<file path="src/rtl/pid_param.sv">
// Pitch PID controller with soft-start timer and power sequencing.
// A new sample is taken on vld; PID_cntrl and cntrl_vld follow two clocks later.
//
//   state | meaning
//   ------+-------------------------------------------------------------
//   OFF   | powered down: timer and integrator cleared, outputs held at 0
//   SOFT  | soft start: timer ramps each cycle until its upper bits saturate
//   RUN   | timer frozen, normal regulation
module pid_param #(
  parameter int ERR_W    = 10,
  parameter int PID_W    = 12,
  parameter int INT_W    = 18,
  parameter int TMR_W    = 27,
  parameter int SS_W     = 8,
  parameter int D_SHIFT  = 6,
  parameter int FAST_SIM = 1
) (
  input  logic              clk,
  input  logic              rst_n,
  input  logic              pwr_up,
  input  logic              rider_off,
  input  logic              vld,
  input  logic [15:0]       ptch,
  input  logic [15:0]       ptch_rt,
  input  logic [4:0]        p_coeff,
  output logic [PID_W-1:0]  PID_cntrl,
  output logic              cntrl_vld,
  output logic [SS_W-1:0]   ss_tmr,
  output logic              sat
);

  localparam int SUM_W   = PID_W + 4;
  localparam int I_SHIFT = (FAST_SIM != 0) ? 1 : 6;
  localparam logic [TMR_W-1:0] TMR_STEP = (FAST_SIM != 0) ? TMR_W'(256) : TMR_W'(1);
  localparam logic signed [SUM_W-1:0] PID_MAX_S = SUM_W'(2 ** (PID_W - 1) - 1);
  localparam logic signed [SUM_W-1:0] PID_MIN_S = ~PID_MAX_S;

  typedef enum logic [1:0] {OFF, SOFT, RUN} state_t;

  state_t state, state_nxt;
  logic [TMR_W-1:0] timer;
  logic             tmr_frozen;
  logic             flush;

  assign tmr_frozen = &timer[TMR_W-1:8];
  assign ss_tmr     = timer[TMR_W-1 -: SS_W];
  // Anything in flight is dropped when entering or sitting in OFF.
  assign flush      = (state == OFF) || !pwr_up;

  always_ff @(posedge clk or negedge rst_n) begin
    if (!rst_n) state <= OFF;
    else        state <= state_nxt;
  end

  always_comb begin
    state_nxt = state;
    case (state)
      OFF:     if (pwr_up) state_nxt = SOFT;
      SOFT:    if (tmr_frozen) state_nxt = RUN;
      RUN:     state_nxt = RUN;
      default: state_nxt = OFF;
    endcase
    if (!pwr_up) state_nxt = OFF;
  end

  always_ff @(posedge clk or negedge rst_n) begin
    if (!rst_n)                            timer <= '0;
    else if (!pwr_up || state == OFF)      timer <= '0;
    else if (state == SOFT && !tmr_frozen) timer <= timer + TMR_STEP;
  end

  // Stage 1: error saturation, derivative term and integrator.
  logic                    sat_pos, sat_neg;
  logic signed [ERR_W-1:0] err_sat;
  logic signed [15:0]      rt_shift;
  logic signed [INT_W-1:0] integ, err_ext, int_sum;
  logic                    int_ovf, windup;

  assign sat_pos  = !ptch[15] && (|ptch[14:ERR_W-1]);
  assign sat_neg  =  ptch[15] && !(&ptch[14:ERR_W-1]);
  assign err_sat  = sat_pos ? {1'b0, {(ERR_W-1){1'b1}}} :
                    sat_neg ? {1'b1, {(ERR_W-1){1'b0}}} : ptch[ERR_W-1:0];
  assign rt_shift = $signed(ptch_rt) >>> D_SHIFT;

  assign err_ext  = INT_W'(err_sat);
  assign int_sum  = integ + err_ext;
  assign int_ovf  = (integ[INT_W-1] == err_ext[INT_W-1]) &&
                    (int_sum[INT_W-1] != integ[INT_W-1]);
  // Stop winding up while the output is pinned in the direction the error pushes.
  assign windup   = sat && (err_sat[ERR_W-1] == PID_cntrl[PID_W-1]);

  always_ff @(posedge clk or negedge rst_n) begin
    if (!rst_n)                            integ <= '0;
    else if (rider_off || state == OFF)    integ <= '0;
    else if (vld && !int_ovf && !windup)   integ <= int_sum;
  end

  logic signed [ERR_W-1:0] err_r;
  logic signed [15:0]      d_r;
  logic                    v1;

  always_ff @(posedge clk or negedge rst_n) begin
    if (!rst_n) begin
      err_r <= '0;
      d_r   <= '0;
      v1    <= 1'b0;
    end else begin
      v1 <= vld && !flush;
      if (vld) begin
        err_r <= err_sat;
        d_r   <= ~rt_shift;
      end
    end
  end

  // Stage 2: P + I + D at extended width, using the post-update integrator.
  logic signed [ERR_W+5:0] p_prod;
  logic signed [INT_W-1:0] i_full;
  logic signed [SUM_W-1:0] p_term, i_term, d_term, sum_nxt, sum_r;
  logic                    v2;

  assign p_prod  = (ERR_W+6)'(err_r) * (ERR_W+6)'($signed({1'b0, p_coeff}));
  assign i_full  = integ >>> I_SHIFT;
  assign p_term  = SUM_W'(p_prod);
  assign i_term  = SUM_W'(i_full);
  assign d_term  = SUM_W'(d_r);
  assign sum_nxt = p_term + i_term + d_term;

  always_ff @(posedge clk or negedge rst_n) begin
    if (!rst_n) begin
      sum_r <= '0;
      v2    <= 1'b0;
    end else begin
      v2 <= v1 && !flush;
      if (v1) sum_r <= sum_nxt;
    end
  end

  // Output clamp and register.
  logic             over_hi, over_lo;
  logic [PID_W-1:0] pid_nxt;

  assign over_hi = sum_r > PID_MAX_S;
  assign over_lo = sum_r < PID_MIN_S;
  assign pid_nxt = over_hi ? {1'b0, {(PID_W-1){1'b1}}} :
                   over_lo ? {1'b1, {(PID_W-1){1'b0}}} : sum_r[PID_W-1:0];

  always_ff @(posedge clk or negedge rst_n) begin
    if (!rst_n) begin
      PID_cntrl <= '0;
      sat       <= 1'b0;
      cntrl_vld <= 1'b0;
    end else if (flush) begin
      PID_cntrl <= '0;
      sat       <= 1'b0;
      cntrl_vld <= 1'b0;
    end else begin
      cntrl_vld <= v2;
      if (v2) begin
        PID_cntrl <= pid_nxt;
        sat       <= over_hi || over_lo;
      end
    end
  end

endmodule

</file>
<file path="config.mk">
export PLATFORM = sky130hd
export DESIGN_NAME = pid_param
export DESIGN_NICKNAME = d
export VERILOG_FILES = /design/src/rtl/pid_param.sv
export SDC_FILE = /design/constraint.sdc
export NUM_CORES = 1
export LEC_CHECK = 0
export ABC_AREA = 1
export BUFFER_PORTS_ARGS = -buffer_cell sky130_fd_sc_hd__buf_2
export CORE_MARGIN = 8
export CORE_UTILIZATION = 50
export CTS_CLUSTER_DIAMETER = 30
export DETAILED_ROUTE_END_ITERATION = 12
export PLACE_DENSITY = 0.67
export SETUP_SLACK_MARGIN = 0.3
export SKIP_LAST_GASP = 1
export SLEW_MARGIN = 10
export SYNTH_ARGS = -nofsm -noshare
export SYNTH_HDL_FRONTEND = slang
export SYNTH_SLANG_ARGS = --single-unit
</file>
<file path="constraint.sdc">
create_clock -name clk -period 3.8 [get_ports clk]
set_input_delay 0.38 -clock clk [delete_from_list [all_inputs] [get_ports clk]]
set_output_delay 0.38 -clock clk [all_outputs]
set_load 0.01 [all_outputs]
</file>
==> results by group, run 1 <==
Cells and area
  • Layout Area Growth over Synthesis: 19.7%
  • Ant diodes: 0
  • Share of cells above drive strength 1: 21.4%
  • Fin area: 9740 µm²
  • Final #Nets: 1341

Synthesis
  • Mapped Area: 8140 µm²
  • Syn Nets: 1242
  • Avg Synthesized Cell Area: 7.46 µm²
  • Dominant cells by area after synthesis: dfrtp_1 (28%), fa_1 (15%), nand2_1 (12%)
  • Area leader, netlist: dfrtp_1
  • Mapped Cells: 1091
  • Yosys reg bits: 91
  • Register area share after synthesis: 28.0%
  • Yosys warnings: 0
  • Synth top area share: 28.0%
  • Cell variety after synth: 41

Worst setup path
  • Critical path endpoint category: register
  • Cell family with most CP delay: adder cells
  • Reg2reg setup slack: -0.15 ns
  • Worst Setup Start Kind: register
  • Critical path class: reg2reg
  • Crit-path max cell delay: 0.53 ns
  • WP data arrival: 4.20 ns
  • Crit path cell chain: buf_4 -> buf_4 -> nand2_2 -> inv_2 -> ha_4 -> fa_1 -> inv_1 -> fa_1 -> inv_1 -> fa_1 -> ha_4 -> inv_2 -> nor3_4 -> nand3_2 -> nor2_4 -> nor2_2 -> nand3b_1 -> nand3_1 -> nand2_1
  • Critical Path Fanout Max: 5
  • R2R Path Start: err_r[9]
  • Worst reg2reg path depth: 19
  • R2r endpoint: sum_r[15]
  • Crit path top cell by count: fa_1
  • CP max stage cell: fa_1
  • WP data required: 4.05 ns
  • WP buf/inv: 6

Die
  • Row cnt: 46
  • Die H: 144 µm
  • IO Count: 64
  • Die Wd: 144 µm
  • Starting density of the core: 51.2%
  • Die area: 20600 µm²
  • Total core area: 15900 µm²

Clock network
  • Cts bufs inserted: 9
  • CTS sink cnt: 91
  • Longest Clk Path Bufs: 2
  • H-tree lvl count: 3
  • Post-CTS Hold Buffers: 0
  • Root buf cell: clkbuf_16
  • CTS tree: built
  • Worst skew pair latency: 0.36 ns
  • CTS clock-pin slew for the worst setup and hold paths: 0.07 ns

Timing
  • RSZ-0062 raised after global routing: yes
  • Tcrit/Tclk final: 104%
  • Final Max Tran Viols: 0
  • Final Hold Slack: 0.123 ns
  • Final worst setup slack: -0.152 ns
  • Final Hold Viols: 0
  • Final min period: 3.95 ns
  • Fmax: 253 MHz
  • Final setup viols: 9
  • Worst Tran Pin Value: 0.894 ns
  • Worst rel slew slack: 40.1%
  • Setup tns final: -0.703 ns
  • Final Skew: 0.00900 ns

Place
  • Port Buffers: 57
  • Placer congestion estimate: 0.939
  • Placed cell area: 9140 µm²
  • DP Worst Slack: -0.364 ns
  • Post-DP HPWL: 15.5 mm

Global routing
  • GRT Resource Usage Total: 20.1%
  • Initial antenna violation count: 0
  • GRT overflow: 0
  • First-pass GRT wire length: 33.0 mm
  • Pin count of the biggest net entering global routing: 70
  • Vias in the first global route: 6939

Power and ir drop
  • Pwr Density: 748 nW/µm²
  • Total power: 7280 µW
  • Static Leak: 0.00519 µW
  • Peak supply drop: 519 µV

Drt
  • Pre-antenna DRT Iters: 7
  • DR iter-0 viols: 379
  • Post-route ant nets: 0
  • DRC violations left: 0
  • Total wire length: 19.7 mm
  • Vias/cell: 5.04
  • Vias: 7111
  • Wirelength per Cell: 14.0 µm

Run status
  • Failing checks: setup timing
  • Result of the run: finished with violations

Min path
  • Worst Hold Class: in2async

Flow run
  • Max-Cap Viols: 0
-- kinds of logic (layout without fill, tap and decap cells) --
kind of cell	after synthesis	after routing	share of synthesized area [%]
and+or+nand+nor	500	500	27.1
DFF	91	91	28.0
adders and majority gates	109	109	22.2
xor gates and xnor gates	26	26	2.80
buffers and inverters	252	356	12.4
AOI/OAI and AO/OA	113	113	7.47
-- synth_stat cells (all sizes together) --
cell type    n
a21o         2
o31ai        6
dfrtp       91
xor2        11
xnor2       15
nand4       21
o21bai       1
nor2        84
a31oi       11
nand2      277
o21ai       58
a21oi       34
nand3b       3
buf         15
nor3        15
o211ai       1
nand3       93
clkinv       3
or2          5
clkbuf      21
inv        213
and2         1
fa          59
nor4         1
ha          50
-- repair_timing --
action                                 CTS  global route
buffers inserted                         5             3
pin swaps                               37            37
setup endpoints to repair               10            13
endpoints found under the hold margin    0             0
gates resized for setup                 25            39
-- per-stage QoR --
step,util [%],std cells
after global routing,61.3,1411
after global placement,57.6,1387
after floorplan,-,1091
after detailed placement,57.6,1387
after CTS,60.3,1408
final,61.3,1411
-- cell type report --
cell class | instances | area (µm²)
Fill cell | 1463 | 6150
Tap cell | 216 | 270
Sequential cell | 91 | 2280
Clock inverter | 7 | 87.6
Timing Repair Buffer | 124 | 813
Multi-Input combinational cell | 748 | 5250
Clock buffer | 9 | 225
Inverter | 216 | 811
-- power by group --
group          leakage [µW]  internal (µW)  switching [µW]
registers           0.00119           1140             164
clock network      0.000155            528             436
logic               0.00384           2260            2760
-- how the worst max path moves through the flow --
stage	start	to	slack, ns	cells after the start
CTS	err_r[9]	sum_r[15]	-0.18	17
global placement	p_coeff[2]	sum_r[15]	-0.26	18
finish	err_r[9]	sum_r[15]	-0.15	19
floorplan	p_coeff[2]	sum_r[15]	-0.06	18
detailed placement	p_coeff[2]	sum_r[15]	-0.36	18
global route	err_r[9]	sum_r[15]	-0.33	17
-- layout by cell type (no fill, tap or decap), types with 5 or more instances in the layout --
cell type / count
nand2_1: 241
inv_1: 195
dfrtp_1: 87
nand3_1: 85
nor2_1: 74
buf_4: 62
fa_1: 57
buf_2: 56
o21ai_0: 51
ha_1: 39
nand2_2: 31
a21oi_1: 25
nand4_1: 20
inv_2: 18
xnor2_1: 15
nor3_1: 11
xor2_1: 11
ha_4: 11
clkbuf_16: 9
a31oi_1: 7
a21oi_2: 7
o31ai_1: 6
nand3_2: 6
buf_6: 6
nor2_2: 5
nor2_4: 5
-- sequential cells by signal, indices dropped and copies added (netlist names) --
name and cells:
d_r 10, integ 18, sum_r 16, v1 1
state 2, sat 1, cntrl_vld 1, v2 1
timer 19, err_r 10, PID_cntrl 12
-- layer usage --
metal	vias to the layer above	share of wire, %	global-route usage [%]
li1	3605	-	-
met1	3344	47	27.3
met2	145	46	32.3
met3	17	4.9	3.38
met4	0	1.6	6.31
met5	-	0	0
No activity file was read; power rests on OpenSTA's default activity.
==> run 2: changes to the inputs <==
==> constraint.sdc (replaced) <==
create_clock -name clk -period 3.8 [get_ports clk]
set_input_delay 0.19 -clock clk [delete_from_list [all_inputs] [get_ports clk]]
set_output_delay 0.19 -clock clk [all_outputs]
set_load 0.01 [all_outputs]
==> run 2 against run 1 <==
The run still ends with setup timing left. Final cell count is the same. Via count grew 0.15%. First-iteration DRC count shrank 6.1%. Global-route usage grew 0.28 points. Setup slack gained 0.044 ns. Count of clock-buffer cells in the layout is the same. Cell area grew 0.41%. Sequential share of layout area shrank 0.11 points. Sequential power is essentially flat. Critical endpoint unchanged. Highest routed layer unchanged.
==> results by group, run 2 (synthesized netlist as in run 1, its figures left out) <==
Timing
  • Final Max Tran Viols: 0 (unchanged)
  • Final min period: 3.91 ns (-0.0438 ns)
  • Fmax: 256 MHz (+1.1%)
  • Final worst setup slack: -0.108 ns (+0.0438 ns)
  • Worst rel slew slack: 34.5% (-5.7 points)
  • Final Hold Viols: 0 (unchanged)
  • Final setup viols: 8 (-1)
  • RSZ-0062 raised after global routing: yes
  • Worst Tran Pin Value: 0.979 ns (+0.0848 ns)
  • Final Skew: 0.00781 ns (-0.00119 ns)
  • Tcrit/Tclk final: 103% (-1.2 points)

Clock network
  • Cts bufs inserted: 9 (unchanged)
  • H-tree lvl count: 3 (unchanged)
  • CTS clock-pin slew for the worst setup and hold paths: 0.07 ns (about the same)
  • Longest Clk Path Bufs: 2 (unchanged)
  • Worst skew pair latency: 0.36 ns (about the same)
  • CTS sink cnt: 91 (unchanged)
  • Root buf cell: clkbuf_16
  • CTS tree: built

Drt
  • Pre-antenna DRT Iters: 5 (-2)
  • Vias/cell: 5.05 (+0.15%)
  • DR iter-0 viols: 356 (-6.1%)
  • Post-route ant nets: 0 (unchanged)
  • DRC violations left: 0 (unchanged)
  • Total wire length: 19.8 mm (+0.37%)
  • Vias: 7122 (+0.15%)
  • Wirelength per Cell: 14.0 µm (+0.37%)

Global routing
  • Pin count of the biggest net entering global routing: 68 (-2.9%)
  • Vias in the first global route: 6959 (+0.29%)
  • Initial antenna violation count: 0 (unchanged)
  • GRT Resource Usage Total: 20.4% (+0.28 points)
  • First-pass GRT wire length: 33.5 mm (+1.4%)
  • GRT overflow: 0 (unchanged)

Min path
  • Worst hold stages: 2
  • Worst Hold Class: in2reg
  • Worst hold endpoint: d_r[7]
  • Hold Crit Start: ptch_rt[13]

Die
  • Die Wd: 144 µm (unchanged)
  • Row cnt: 46 (unchanged)
  • Die area: 20600 µm² (unchanged)
  • Die H: 144 µm (unchanged)
  • Starting density of the core: 51.2% (unchanged)
  • IO Count: 64 (unchanged)
  • Total core area: 15900 µm² (unchanged)

Place
  • Post-DP HPWL: 15.3 mm (-1.5%)
  • Placed cell area: 9080 µm² (-0.67%)
  • Placer congestion estimate: 0.937 (-0.21%)
  • Port Buffers: 57 (unchanged)

Cells and area
  • Final Util: 61.6% (+0.25 points)
  • Final #Nets: 1341 (unchanged)
  • Biggest register: timer
  • Fin area: 9780 µm² (+0.41%)
  • Storage element area: 2280 µm² (about the same)
  • Commonest non-fill, non-tap cell in the layout: nand2_1
  • Share of cells above drive strength 1: 21.7% (+0.25 points)
  • Ant diodes: 0 (unchanged)
  • Multi-input gate area: 5290 µm² (+0.74%)
  • Max reg flops: 19 (unchanged)
  • Layout Area Growth over Synthesis: 20.2%
  • Biggest regs: timer: 19 flops, integ: 18 flops, sum_r: 16 flops
  • Fillers: 1461 (-0.14%)
  • Most frequent cells in the layout: nand2_1 (243), inv_1 (192), dfrtp_1 (88)

Worst setup path
  • CP max stage cell: fa_1
  • Cell family with most CP delay: adder cells
  • Worst Setup Start Kind: register
  • Critical Path Fanout Max: 5 (unchanged)
  • R2r endpoint: sum_r[15]
  • Critical path class: reg2reg
  • R2R Path Start: err_r[8]
  • Crit-path max cell delay: 0.56 ns (+0.03 ns)
  • WP buf/inv: 4 (-2)
  • WP data required: 4.04 ns (about the same)
  • Crit path top cell by count: nand2_1
  • Reg2reg setup slack: -0.11 ns (+0.04 ns)
  • Crit path cell chain: nand2_1 -> inv_1 -> fa_1 -> fa_1 -> fa_1 -> inv_1 -> fa_1 -> inv_1 -> ha_4 -> nand2_1 -> inv_1 -> nand2_1 -> nand2_1 -> nand2_1 -> nand4_1 -> nor2_1 -> nand3b_1 -> nand3_1 -> nand2_1
  • Worst reg2reg path depth: 19 (unchanged)
  • Critical path endpoint category: register
  • WP data arrival: 4.15 ns (-0.05 ns)

Power and ir drop
  • Peak supply drop: 544 µV (+4.7%)
  • Pwr Density: 759 nW/µm² (+1.5%)
  • Static Leak: 0.00519 µW (about the same)

Run status
  • Result of the run: finished with violations
  • Failing checks: setup timing

Flow run
  • Max-Cap Viols: 0 (unchanged)
## run 2: what timing repair did
action / in CTS / in global routing
setup buffers: 8 / 6
pin swaps: 34 / 28
cloned: 0 / 0
hold endpoints to repair: 66 / 0
hold buffers: 1 / 0
gates resized for setup: 30 / 46
endpoints found under the setup margin: 10 / 12
## run 2: how the worst max path moves through the flow
stage / endpoint / depth (start not counted) / start / slack [ns]
floorplan: sum_r[15] / 17 / err_r[9] / 0.03
global placement: sum_r[15] / 19 / err_r[8] / -0.11
detailed placement: sum_r[15] / 17 / err_r[9] / -0.15
CTS: sum_r[15] / 17 / err_r[9] / -0.12
global route: sum_r[15] / 17 / err_r[9] / -0.31
finish: sum_r[15] / 19 / err_r[8] / -0.11
## run 2: metrics by stage
step	std cells	setup slack [ns]	TNS, ns	total power, µW	hold slack [ns]
after floorplan	1091	0.0268	0	4260	-0.106
after global placement	1380	-0.108	-0.378	5610	0.357
after detailed placement	1380	-0.149	-0.730	5690	0.355
after CTS	1405	-0.117	-0.486	7040	0.0115
after global routing	1411	-0.308	-2.24	8070	0.0298
final	1411	-0.108	-0.445	7420	0.0205
## run 2: area by class of cell
cell class / count / area share (%)
multi-input combinational: 748 / 54.1
sequential: 91 / 23.3
timing repair buffer: 124 / 8.42
inverter: 216 / 8.29
tap: 216 / 2.76
clock buffer: 9 / 2.30
clock inverter: 7 / 0.819
## run 2: per-layer routing
metal | up-vias | wire (µm) | GRT usage [%]
li1 | 3591 | - | -
met1 | 3369 | 9360 | 27.5
met2 | 139 | 9230 | 33.6
met3 | 23 | 930 | 3.19
met4 | 0 | 273 | 5.37
met5 | - | 0 | 0
## run 2: where the power goes
group | internal [µW] | switching, µW
clock network | 521 | 420
registers | 1140 | 164
logic | 2330 | 2840
total | 3990 | 3430
